--- config.mk ---
export PLATFORM = sky130hd
export DESIGN_NAME = div16_seq
export DESIGN_NICKNAME = d
export VERILOG_FILES = /design/src/rtl/div16_seq_pkg.sv /design/src/rtl/div16_seq_sub_bla.sv /design/src/rtl/div16_seq.sv
export SDC_FILE = /design/constraint.sdc
export NUM_CORES = 1
export LEC_CHECK = 0
export BUFFER_PORTS_ARGS = -buffer_cell sky130_fd_sc_hd__buf_2
export CORE_MARGIN = 3
export CORE_UTILIZATION = 58
export CTS_BUF_LIST = sky130_fd_sc_hd__clkbuf_4 sky130_fd_sc_hd__clkbuf_8
export DETAILED_ROUTE_END_ITERATION = 6
export PLACE_DENSITY = 0.88
export SYNTH_ARGS = -nofsm -noshare
export SYNTH_HDL_FRONTEND = slang
export SYNTH_SLANG_ARGS = --single-unit
--- constraint.sdc ---
create_clock -name clk -period 2.8 [get_ports clk]
set_clock_uncertainty 0.05 [all_clocks]
set_input_delay 0.84 -clock clk [delete_from_list [all_inputs] [get_ports clk]]
set_output_delay 0.84 -clock clk [all_outputs]
set_load 0.1 [all_outputs]
--- src/rtl/div16_seq_pkg.sv ---
// Shared definitions for the sequential restoring divider.
// FSM encoding, default width and lookahead group size.
package div16_seq_pkg;

    localparam int DIV_W = 16;
    localparam int GRP   = 4;

    typedef enum logic [1:0] {
        IDLE = 2'd0,
        RUN  = 2'd1,
        DONE = 2'd2
    } state_e;

endpackage

--- src/rtl/div16_seq_sub_bla.sv ---
// N-bit subtractor a - b with 4-bit group borrow-lookahead.
// Operands are zero-padded up to a whole number of groups.
module sub_bla
    import div16_seq_pkg::*;
#(
    parameter int N = 17
) (
    input  logic [N-1:0] a,
    input  logic [N-1:0] b,
    output logic [N-1:0] diff,
    output logic         borrow
);

    localparam int NG = (N + GRP - 1) / GRP;
    localparam int WP = NG * GRP;

    logic [WP-1:0] ap;
    logic [WP-1:0] bp;
    logic [WP-1:0] g;
    logic [WP-1:0] p;
    logic [WP-1:0] bin;
    logic [WP-1:0] dp;
    logic [NG-1:0] gg;
    logic [NG-1:0] pg;
    logic [NG:0]   cg;
    logic [WP-1:0] unused_pad;

    always_comb begin
        ap  = WP'(a);
        bp  = WP'(b);
        // a bit borrows when a<b, passes an incoming borrow when a==b
        g   = ~ap & bp;
        p   = ~(ap ^ bp);
        gg  = '0;
        pg  = '0;
        cg  = '0;
        bin = '0;
        for (int k = 0; k < NG; k++) begin
            gg[k] = g[4*k+3]
                  | (p[4*k+3] & g[4*k+2])
                  | (p[4*k+3] & p[4*k+2] & g[4*k+1])
                  | (p[4*k+3] & p[4*k+2] & p[4*k+1] & g[4*k]);
            pg[k] = &p[4*k +: 4];
        end
        for (int k = 0; k < NG; k++) begin
            cg[k+1] = gg[k] | (pg[k] & cg[k]);
        end
        for (int k = 0; k < NG; k++) begin
            bin[4*k]   = cg[k];
            bin[4*k+1] = g[4*k] | (p[4*k] & cg[k]);
            bin[4*k+2] = g[4*k+1]
                       | (p[4*k+1] & g[4*k])
                       | (p[4*k+1] & p[4*k] & cg[k]);
            bin[4*k+3] = g[4*k+2]
                       | (p[4*k+2] & g[4*k+1])
                       | (p[4*k+2] & p[4*k+1] & g[4*k])
                       | (p[4*k+2] & p[4*k+1] & p[4*k] & cg[k]);
        end
        dp = ap ^ bp ^ bin;
    end

    assign diff       = dp[N-1:0];
    assign borrow     = cg[NG];
    assign unused_pad = dp;

endmodule

--- src/rtl/div16_seq.sv ---
// Sequential restoring divider, one quotient bit per cycle.
// Divide by zero short-circuits straight to DONE.
module div16_seq
    import div16_seq_pkg::*;
#(
    parameter int W = DIV_W
) (
    input  logic         clk,
    input  logic         rst,
    input  logic         start,
    input  logic [W-1:0] dividend,
    input  logic [W-1:0] divisor,
    output logic         busy,
    output logic         done,
    output logic [W-1:0] quotient,
    output logic [W-1:0] remainder,
    output logic         div_by_zero
);

    localparam int          CW   = $clog2(W);
    localparam logic [CW-1:0] LAST = CW'(W - 1);

    state_e        state_q, state_d;
    logic [W:0]    r_q, r_d;
    logic [W-1:0]  q_q, q_d;
    logic [W-1:0]  d_q, d_d;
    logic [CW-1:0] cnt_q, cnt_d;
    logic [W-1:0]  quo_q, quo_d;
    logic [W-1:0]  rem_q, rem_d;
    logic          dbz_q, dbz_d;

    logic [W:0]    t;
    logic [W:0]    diff;
    logic          borrow;
    logic          unused_r_msb;

    assign t            = {r_q[W-1:0], q_q[W-1]};
    assign unused_r_msb = r_q[W];

    sub_bla #(
        .N (W + 1)
    ) u_sub (
        .a      (t),
        .b      ({1'b0, d_q}),
        .diff   (diff),
        .borrow (borrow)
    );

    always_comb begin
        state_d = state_q;
        r_d     = r_q;
        q_d     = q_q;
        d_d     = d_q;
        cnt_d   = cnt_q;
        quo_d   = quo_q;
        rem_d   = rem_q;
        dbz_d   = dbz_q;
        unique case (state_q)
            IDLE: begin
                if (start) begin
                    r_d   = '0;
                    q_d   = dividend;
                    d_d   = divisor;
                    cnt_d = '0;
                    dbz_d = (divisor == '0);
                    if (divisor == '0) begin
                        quo_d   = '1;
                        rem_d   = dividend;
                        state_d = DONE;
                    end else begin
                        state_d = RUN;
                    end
                end
            end
            RUN: begin
                if (borrow) begin
                    r_d = t;
                    q_d = {q_q[W-2:0], 1'b0};
                end else begin
                    r_d = diff;
                    q_d = {q_q[W-2:0], 1'b1};
                end
                cnt_d = cnt_q + 1'b1;
                // results land in the output registers as DONE is entered
                if (cnt_q == LAST) begin
                    quo_d   = q_d;
                    rem_d   = r_d[W-1:0];
                    state_d = DONE;
                end
            end
            DONE: begin
                state_d = IDLE;
            end
            default: begin
                state_d = IDLE;
            end
        endcase
    end

    always_ff @(posedge clk) begin
        if (rst) begin
            state_q <= IDLE;
            r_q     <= '0;
            q_q     <= '0;
            d_q     <= '0;
            cnt_q   <= '0;
            quo_q   <= '0;
            rem_q   <= '0;
            dbz_q   <= 1'b0;
        end else begin
            state_q <= state_d;
            r_q     <= r_d;
            q_q     <= q_d;
            d_q     <= d_d;
            cnt_q   <= cnt_d;
            quo_q   <= quo_d;
            rem_q   <= rem_d;
            dbz_q   <= dbz_d;
        end
    end

    assign busy        = (state_q != IDLE);
    assign done        = (state_q == DONE);
    assign quotient    = quo_q;
    assign remainder   = rem_q;
    assign div_by_zero = dbz_q;

endmodule

==> results.json, run 1 <==
{
  "place_congestion": 0.851,
  "worst_slack_ns": 0.0660,
  "fin_nets": 652,
  "setup_viol": 0,
  "cts_sinks": 87,
  "overflow": 0,
  "cts_tree": "built",
  "grt_most_used_layer": "met2",
  "ir_worst_vdd_uv": 433,
  "ant_nets": 0,
  "endpoint": "remainder[12]",
  "vias": 4218,
  "status": "complete, no violations",
  "synth_seq_cells": 87,
  "grt_use_met1": 0.353,
  "cp.required_ns": 3.03,
  "powerDensity_nw_per_um2": 643,
  "path_max_fanout": 3,
  "ys_async_sr_fraction": 0,
  "grt_pass1_wl_mm": 18.3,
  "ys_seq_area_frac": 0.408,
  "synth_top_area_frac": 0.408,
  "syn_nets": 589,
  "grt_max_degree": 53,
  "start_util": 0.614,
  "worstMarginPinSlew_ns": 0.588,
  "path_class": "register to register",
  "use_met2": 0.424,
  "drtIter0Drc": 418,
  "synth_area_um2": 4270,
  "fin_crit_ns": 2.73,
  "first_pass_iters": 5,
  "drv_cap": 0,
  "synthCells": 533,
  "r2r-start": "r_q[0]",
  "numCtsBuffers": 9,
  "clockBufferDepth": 2,
  "grtUsageTotal": 0.267,
  "start_kind": "register",
  "route.detailed.drc": 0,
  "port_buffers": 69,
  "ios": 70,
  "rows": 30,
  "cts-root-buf": "clkbuf_8",
  "synth_most_common_cell": "nand2_1",
  "dieArea_um2": 8420,
  "vias_per_cell": 6.05,
  "htreeDepth": 3,
  "use_met3": 0.0492,
  "dp_hpwl_mm": 7.95,
  "arrival_ns": 2.96,
  "end_kind": "register",
  "startpoint": "r_q[0]",
  "hold_violations": 0,
  "grt_pass1_vias": 3884,
  "coreArea_um2": 6940,
  "yosysWarningCount": 0,
  "power_leakage_nw": 2.06,
  "drive_gt1_frac": 0.211,
  "antenna_found_initial": 0,
  "finalCritPeriodShare": 0.976,
  "hold_buffers": 0,
  "drt_wl_total_mm": 11.1,
  "synth_area_leaders": "dfxtp_1, nand2_1, a21oi_1",
  "die_y_um": 91.8,
  "clk_latency_ns": 0.37,
  "r2r-end": "remainder[12]",
  "synth_flop_cell": "dfxtp_1",
  "yosysUniqueCellTypes": 48,
  "die_w_um": 91.8,
  "fmax_ghz": 0.366,
  "relSlewSlack": 0.608,
  "synth_common_cells": "nand2_1, dfxtp_1, nor2_1, a21oi_1, clkbuf_1",
  "rr_worst_depth": 11,
  "area_growth_syn_to_layout_pct": 16.9,
  "synth_edf_count": 0,
  "cts.clk_slew.worst_paths_ns": 0.09,
  "drv_slew": 0,
  "synth_largest_area_cell": "dfxtp_1",
  "routedWlPerCell_um": 15.9,
  "pre_cts_ws_ns": -0.0293,
  "postSynthAreaPerCell_um2": 8.00,
  "diodes": 0,
  "setup_tns_ns": 0,
  "fill_cells": 540,
  "rsz0062_at_grt": "yes",
  "hp-class": "register to register",
  "r2r_setup_slack_ns": 0.07
}
## critical path: stages, from the launching register on
cell	delay [ns]
dfxtp_2	0.34
inv_1	0.05
ha_1	0.29
a211o_1	0.18
a21o_4	0.15
inv_2	0.05
or4_4	0.52
nand3_2	0.11
fa_1	0.42
nand3_1	0.08
o211ai_1	0.13
a311oi_1	0.29
## kinds of logic after synthesis
| group | share of synthesized area |
|---|---|
| adder cells (fa/ha/maj) | 0.0686 |
| buffers and inverters | 0.0593 |
| XOR/XNOR | 0.0185 |
| flip-flops | 0.408 |
| AND/OR/NAND/NOR | 0.195 |
| AO/OA/AOI/OAI | 0.250 |
## worst min path at each step
stage / cells past startpoint / start / to
final: 2 / d_q[7] / d_q[7]
after global routing: 2 / remainder[9] / remainder[9]
after CTS: 2 / remainder[9] / remainder[9]
after detailed placement: 2 / r_q[6] / r_q[6]
after global placement: 2 / r_q[8] / r_q[8]
after floorplan: 2 / r_q[6] / r_q[6]
## power by group
part           internal [mW]  switching, mW  leakage (nW)
Combinational          0.378          0.565          1.25
Sequential              1.31         0.0518         0.710
Clock                  0.423          0.483        0.0982
## cells in the final DEF, fill, tap and decap left out, drive strengths merged, types with 8 or more instances in the layout
master,instances
nand2,101
buf,91
dfxtp,87
nor2,50
a21oi,50
a211oi,29
inv,27
a311oi,22
ha,17
o21ai,14
nand3,13
clkbuf,9
a21o,9
nor3,8
o211ai,8
## final cells by class
type,count,area [um^2],share of cell area
repair buffers,91,523,0.105
inverters,24,90.1,0.0181
clock buffers,9,124,0.0248
multi-input cells,383,2310,0.462
flip-flops and latches,87,1750,0.350
clock inverters,7,78.8,0.0158
well taps,96,120,0.0241
## flip-flops by register name, indices dropped and copies added (netlist names)
signal,flops
d_q,16
q_q,16
quotient,16
r_q,16
remainder,16
cnt_q,4
state_q,2
div_by_zero,1
## timing repair
action	CTS	global route
endpoints found under the setup margin	2	26
pin swaps	1	2
setup buffers	0	4
gates resized for setup	3	5
## per-layer routing
metal / vias up / part of all wire
li1: 2018 / -
met1: 1937 / 0.43
met2: 236 / 0.47
met3: 27 / 0.082
met4: 0 / 0.026
met5: - / 0
## stage by stage
step	util	std cells	total power [mW]	area (um^2)	hold WS [ns]
5_1_grt	0.718	697	3.36	4990	0.429
3_5_place_dp	0.680	677	2.25	4720	0.394
6_report	0.718	697	3.20	4990	0.412
4_1_cts	0.712	693	3.15	4940	0.414
2_1_floorplan	-	533	2.02	4270	0.375
3_3_place_gp	0.680	677	2.22	4720	0.393
Note: power is estimated with default switching activity, not from simulation.
==> inputs of run 2 (changes only) <==
--- a/config.mk
+++ b/config.mk
@@ -6,7 +6,7 @@
 export NUM_CORES = 1
 export LEC_CHECK = 0
 export BUFFER_PORTS_ARGS = -buffer_cell sky130_fd_sc_hd__buf_2
-export CORE_MARGIN = 3
+export CORE_MARGIN = 1.5
 export CORE_UTILIZATION = 58
 export CTS_BUF_LIST = sky130_fd_sc_hd__clkbuf_4 sky130_fd_sc_hd__clkbuf_8
 export DETAILED_ROUTE_END_ITERATION = 6
==> run 2 against run 1 <==
Clock power up 2.3%; critical path depth unchanged; count of clock-buffer cells in the layout is 1 higher; sequential share of layout area decreased by 0.36 points; routed wire length is 0.98% lower; fmax shrank 0.66%; critical endpoint unchanged.
==> results.json, run 2 (synthesized netlist as in run 1, its figures left out) <==
{
  "wl_met3_um": 665,
  "clk_latency_ns": 0.36,
  "htreeDepth": 3,
  "hold_depth": 2,
  "drt_wl_total_mm": 10.9,
  "final_cell_mix": "nand2_1, dfxtp_1, buf_2, nor2_1, a21oi_1",
  "path_cells": "inv_1 -> ha_1 -> a211o_1 -> a21o_4 -> inv_2 -> or4_4 -> nand3_4 -> fa_1 -> nand3_2 -> o211ai_1 -> a311oi_1",
  "rows": 31,
  "grt_pass1_vias": 3806,
  "setup_viol": 0,
  "vias": 4114,
  "fin_util": 0.702,
  "total_power_mw": 3.22,
  "hold_violations": 0,
  "worst_slack_ns": 0.0478,
  "arrival_ns": 2.98,
  "m1WireLength_mm": 4.74,
  "dieArea_um2": 7880,
  "first_pass_iters": 5,
  "die_w_um": 88.8,
  "die_y_um": 88.8,
  "routedWlPerCell_um": 15.6,
  "worstMarginPinSlew_ns": 0.625,
  "drive_gt1_frac": 0.221,
  "end_kind": "register",
  "start_kind": "register",
  "hp-class": "register to register",
  "rr_worst_depth": 11,
  "cts_sinks": 87,
  "vias_per_cell": 5.88,
  "grt_pass1_wl_mm": 17.5,
  "clockBufferDepth": 2,
  "grt_max_degree": 53,
  "antenna_found_initial": 0,
  "final_area_um2": 5040,
  "fill_cells": 585,
  "placedCellCount": 683,
  "cts_tree": "built",
  "fin_nets": 652,
  "fin_crit_ns": 2.75,
  "ir_worst_vdd_uv": 397,
  "cpPeakStageDelay_ns": 0.54,
  "cts-root-buf": "clkbuf_8",
  "port_buffers": 69,
  "drv_slew": 0,
  "cp.required_ns": 3.03,
  "finalCritPeriodShare": 0.983,
  "area_growth_syn_to_layout_pct": 18.2,
  "status": "complete, no violations",
  "drv_cap": 0,
  "powerDensity_nw_per_um2": 639,
  "ant_nets": 0,
  "cp_slowest_cell": "or4_4",
  "routed-wl-met2_mm": 5.38,
  "place_congestion": 0.859,
  "cts.clk_slew.worst_paths_ns": 0.09,
  "diodes": 0,
  "pre_cts_ws_ns": -0.0656,
  "relSlewSlack": 0.583,
  "detailed_place.area_um2": 4750,
  "setup_tns_ns": 0,
  "route.detailed.drc": 0,
  "rsz0062_at_grt": "yes",
  "ios": 70,
  "path_class": "register to register",
  "start_util": 0.594,
  "fmax_ghz": 0.363,
  "final_cells": 700,
  "hold_ws_ns": 0.412,
  "final_common_cell": "nand2_1",
  "topRoutingLayerUsed": "met4",
  "drtIter0Drc": 346,
  "numCtsBuffers": 9,
  "overflow": 0,
  "power_leakage_nw": 2.07,
  "grtUsageTotal": 0.286,
  "path_max_fanout": 3,
  "coreArea_um2": 7180,
  "dp_hpwl_mm": 7.84
}
run 2: power by group:
group          total (mW)  internal, mW  switching (mW)
clock               0.927         0.438           0.489
sequential           1.36          1.31          0.0519
combinational       0.935         0.372           0.564
total                3.22          2.12            1.10
run 2: worst max-delay path, delay by kind of cell, from the launching register on:
kind,cells,cell delay (ns)
compound gates,4,0.72
flops,1,0.36
fa+ha+maj,2,0.69
buf+inv,2,0.11
simple gates,3,0.74
run 2: worst paths after layout:
kind,start,to,slack [ns]
setup reg to reg,r_q[0],remainder[12],0.05
hold / removal,d_q[7],d_q[7],0.41
setup / recovery,r_q[0],remainder[12],0.05
hold reg to reg,d_q[7],d_q[7],0.41
run 2: per-layer routing:
| metal | global-route usage | vias to the layer above |
|---|---|---|
| met2 | 0.481 | 168 |
| met4 | 0.101 | 0 |
| met5 | 0 | - |
| met3 | 0.0532 | 15 |
| met1 | 0.368 | 1913 |
| li1 | - | 2018 |
run 2: layout make-up:
type / instances / area [um^2] / area share
clock inverters: 6 / 76.3 / 0.0151
flip-flops and latches: 87 / 1750 / 0.346
repair buffers: 91 / 523 / 0.104
multi-input cells: 383 / 2350 / 0.466
inverters: 24 / 90.1 / 0.0179
well taps: 99 / 124 / 0.0246
clock buffers: 10 / 131 / 0.0261
run 2: timing repair:
| item | 4_1_cts | 5_1_grt |
|---|---|---|
| gates resized for setup | 2 | 14 |
| buffers inserted | 0 | 1 |
| hold buffers | 0 | 0 |
| setup endpoints to repair | 4 | 19 |
| hold endpoints to repair | 0 | 0 |
| pin swaps | 1 | 6 |
==> inputs of run 3 (changes only) <==
--- a/config.mk
+++ b/config.mk
@@ -10,7 +10,8 @@
 export CORE_UTILIZATION = 58
 export CTS_BUF_LIST = sky130_fd_sc_hd__clkbuf_4 sky130_fd_sc_hd__clkbuf_8
 export DETAILED_ROUTE_END_ITERATION = 6
-export PLACE_DENSITY = 0.88
+export PLACE_DENSITY = 0.91
+export REMOVE_ABC_BUFFERS = 1
 export SYNTH_ARGS = -nofsm -noshare
 export SYNTH_HDL_FRONTEND = slang
 export SYNTH_SLANG_ARGS = --single-unit
==> run 3 against run 2 <==
Non-clock buffer count up 7; first-iteration DRC count increased by 30%; die area unchanged; count of clock-buffer cells in the layout increased by 1; global-route usage rose by 0.47 points; critical path depth decreased by 1; worst setup slack got worse by 0.029 ns; fmax down 1.0%; critical endpoint is now remainder[1]; largest cell class unchanged; highest routed layer unchanged.
==> results.json, run 3 (synthesized netlist as in run 1, its figures left out) <==
{
  "htreeDepth": 3,
  "ir_worst_vdd_uv": 272,
  "drv_cap": 0,
  "final_common_cell": "nand2_1",
  "hold_ws_ns": 0.413,
  "start_kind": "register",
  "coreArea_um2": 7180,
  "total_power_mw": 3.35,
  "ios": 70,
  "fin_nets": 659,
  "power_leakage_nw": 2.11,
  "die_w_um": 88.8,
  "start_util": 0.594,
  "grt_pass1_vias": 3797,
  "cts-root-buf": "clkbuf_8",
  "grt_pass1_wl_mm": 17.6,
  "grt_max_degree": 53,
  "min-delay-start": "div_by_zero",
  "clk_latency_ns": 0.36,
  "fin_crit_ns": 2.78,
  "cp.required_ns": 2.98,
  "drive_gt1_frac": 0.227,
  "clockBufferDepth": 2,
  "vias_per_cell": 6.00,
  "path_class": "register to register",
  "vias": 4241,
  "status": "complete, no violations",
  "finalCritPeriodShare": 0.993,
  "antenna_found_initial": 0,
  "place_congestion": 0.896,
  "dp_hpwl_mm": 7.53,
  "drtIter0Drc": 450,
  "end_kind": "register",
  "drt_wl_total_mm": 11.5,
  "final_cells": 707,
  "grtUsageTotal": 0.291,
  "startpoint": "r_q[0]",
  "worstMarginPinSlew_ns": 0.559,
  "die_y_um": 88.8,
  "area_growth_syn_to_layout_pct": 19.8,
  "relSlewSlack": 0.627,
  "dieArea_um2": 7880,
  "diodes": 0,
  "placedCellCount": 683,
  "first_pass_iters": 5,
  "setup_viol": 0,
  "ant_nets": 0,
  "drv_slew": 0,
  "route.detailed.drc": 0,
  "hold_buffers": 0,
  "overflow": 0,
  "numCtsBuffers": 9,
  "rsz0062_at_grt": "yes",
  "path_max_fanout": 15,
  "port_buffers": 69,
  "routedWlPerCell_um": 16.3,
  "fmax_ghz": 0.360,
  "final_cell_mix": "nand2_1, dfxtp_1, buf_2, nor2_1, a21oi_1",
  "cts_sinks": 87,
  "rows": 31,
  "hold_violations": 0,
  "r2r-start": "r_q[0]",
  "cts.clk_slew.worst_paths_ns": 0.09,
  "cts_tree": "built",
  "hp-class": "register to register",
  "arrival_ns": 2.96,
  "powerDensity_nw_per_um2": 655
}
-- run 3: cell types whose count changed in the layout (fill, tap and decap cells not counted), sizes merged --
| cell | change |
|---|---|
| buf | +7 |
| inv | -3 |
| clkinv | +1 |
| bufinv | +1 |
| clkbuf | +1 |
-- run 3: critical path: stages, from the launching register on --
cell      delay (ns)
dfxtp_4         0.36
inv_1           0.05
ha_1            0.31
a211o_1         0.17
a21o_4          0.15
inv_2           0.05
or4_4           0.53
a21o_4          0.27
and2_4          0.21
a211oi_2        0.36
o21ai_0         0.15
-- run 3: where the power goes --
| group | internal (mW) | switching [mW] |
|---|---|---|
| sequential | 1.31 | 0.0522 |
| combinational | 0.402 | 0.602 |
| clock | 0.525 | 0.462 |
-- run 3: routing by layer --
| metal | track usage | vias to the layer above | share of wire |
|---|---|---|---|
| li1 | - | 2023 | - |
| met1 | 0.362 | 2004 | 0.42 |
| met2 | 0.501 | 191 | 0.50 |
| met3 | 0.0578 | 23 | 0.065 |
| met4 | 0.104 | 0 | 0.017 |
| met5 | 0 | - | 0 |
-- run 3: per-stage QoR --
stage               instance area [um^2]  worst slack (ns)  utilization  TNS (ns)
global route                        5110           -0.0864        0.712    -0.315
floorplan                           4100            -0.491            -    -12.80
global placement                    4760           -0.0360        0.663   -0.0540
detailed placement                  4760           -0.0875        0.663    -0.286
CTS                                 4990          0.000129        0.695         0
finish                              5110            0.0193        0.712         0
-- run 3: area by class of cell --
cell class	count	area [um^2]
multi-input cells	383	2340
clock inverters	5	82.6
clock buffers	11	139
flip-flops and latches	87	1750
fillers	542	2070
repair buffers	98	588
well taps	99	124
inverters	24	90.1
-- run 3: final timing paths --
check / to / slack (ns) / cells past startpoint
setup / recovery: remainder[1] / 0.02 / 10
hold reg to reg: div_by_zero / 0.41 / 2
hold / removal: div_by_zero / 0.41 / 2
setup reg to reg: remainder[1] / 0.02 / 10
-- run 3: timing repair --
item / in CTS / in global routing
buffers inserted: 0 / 8
pin swaps: 0 / 5
setup endpoints to repair: 9 / 28
resized for setup: 3 / 12
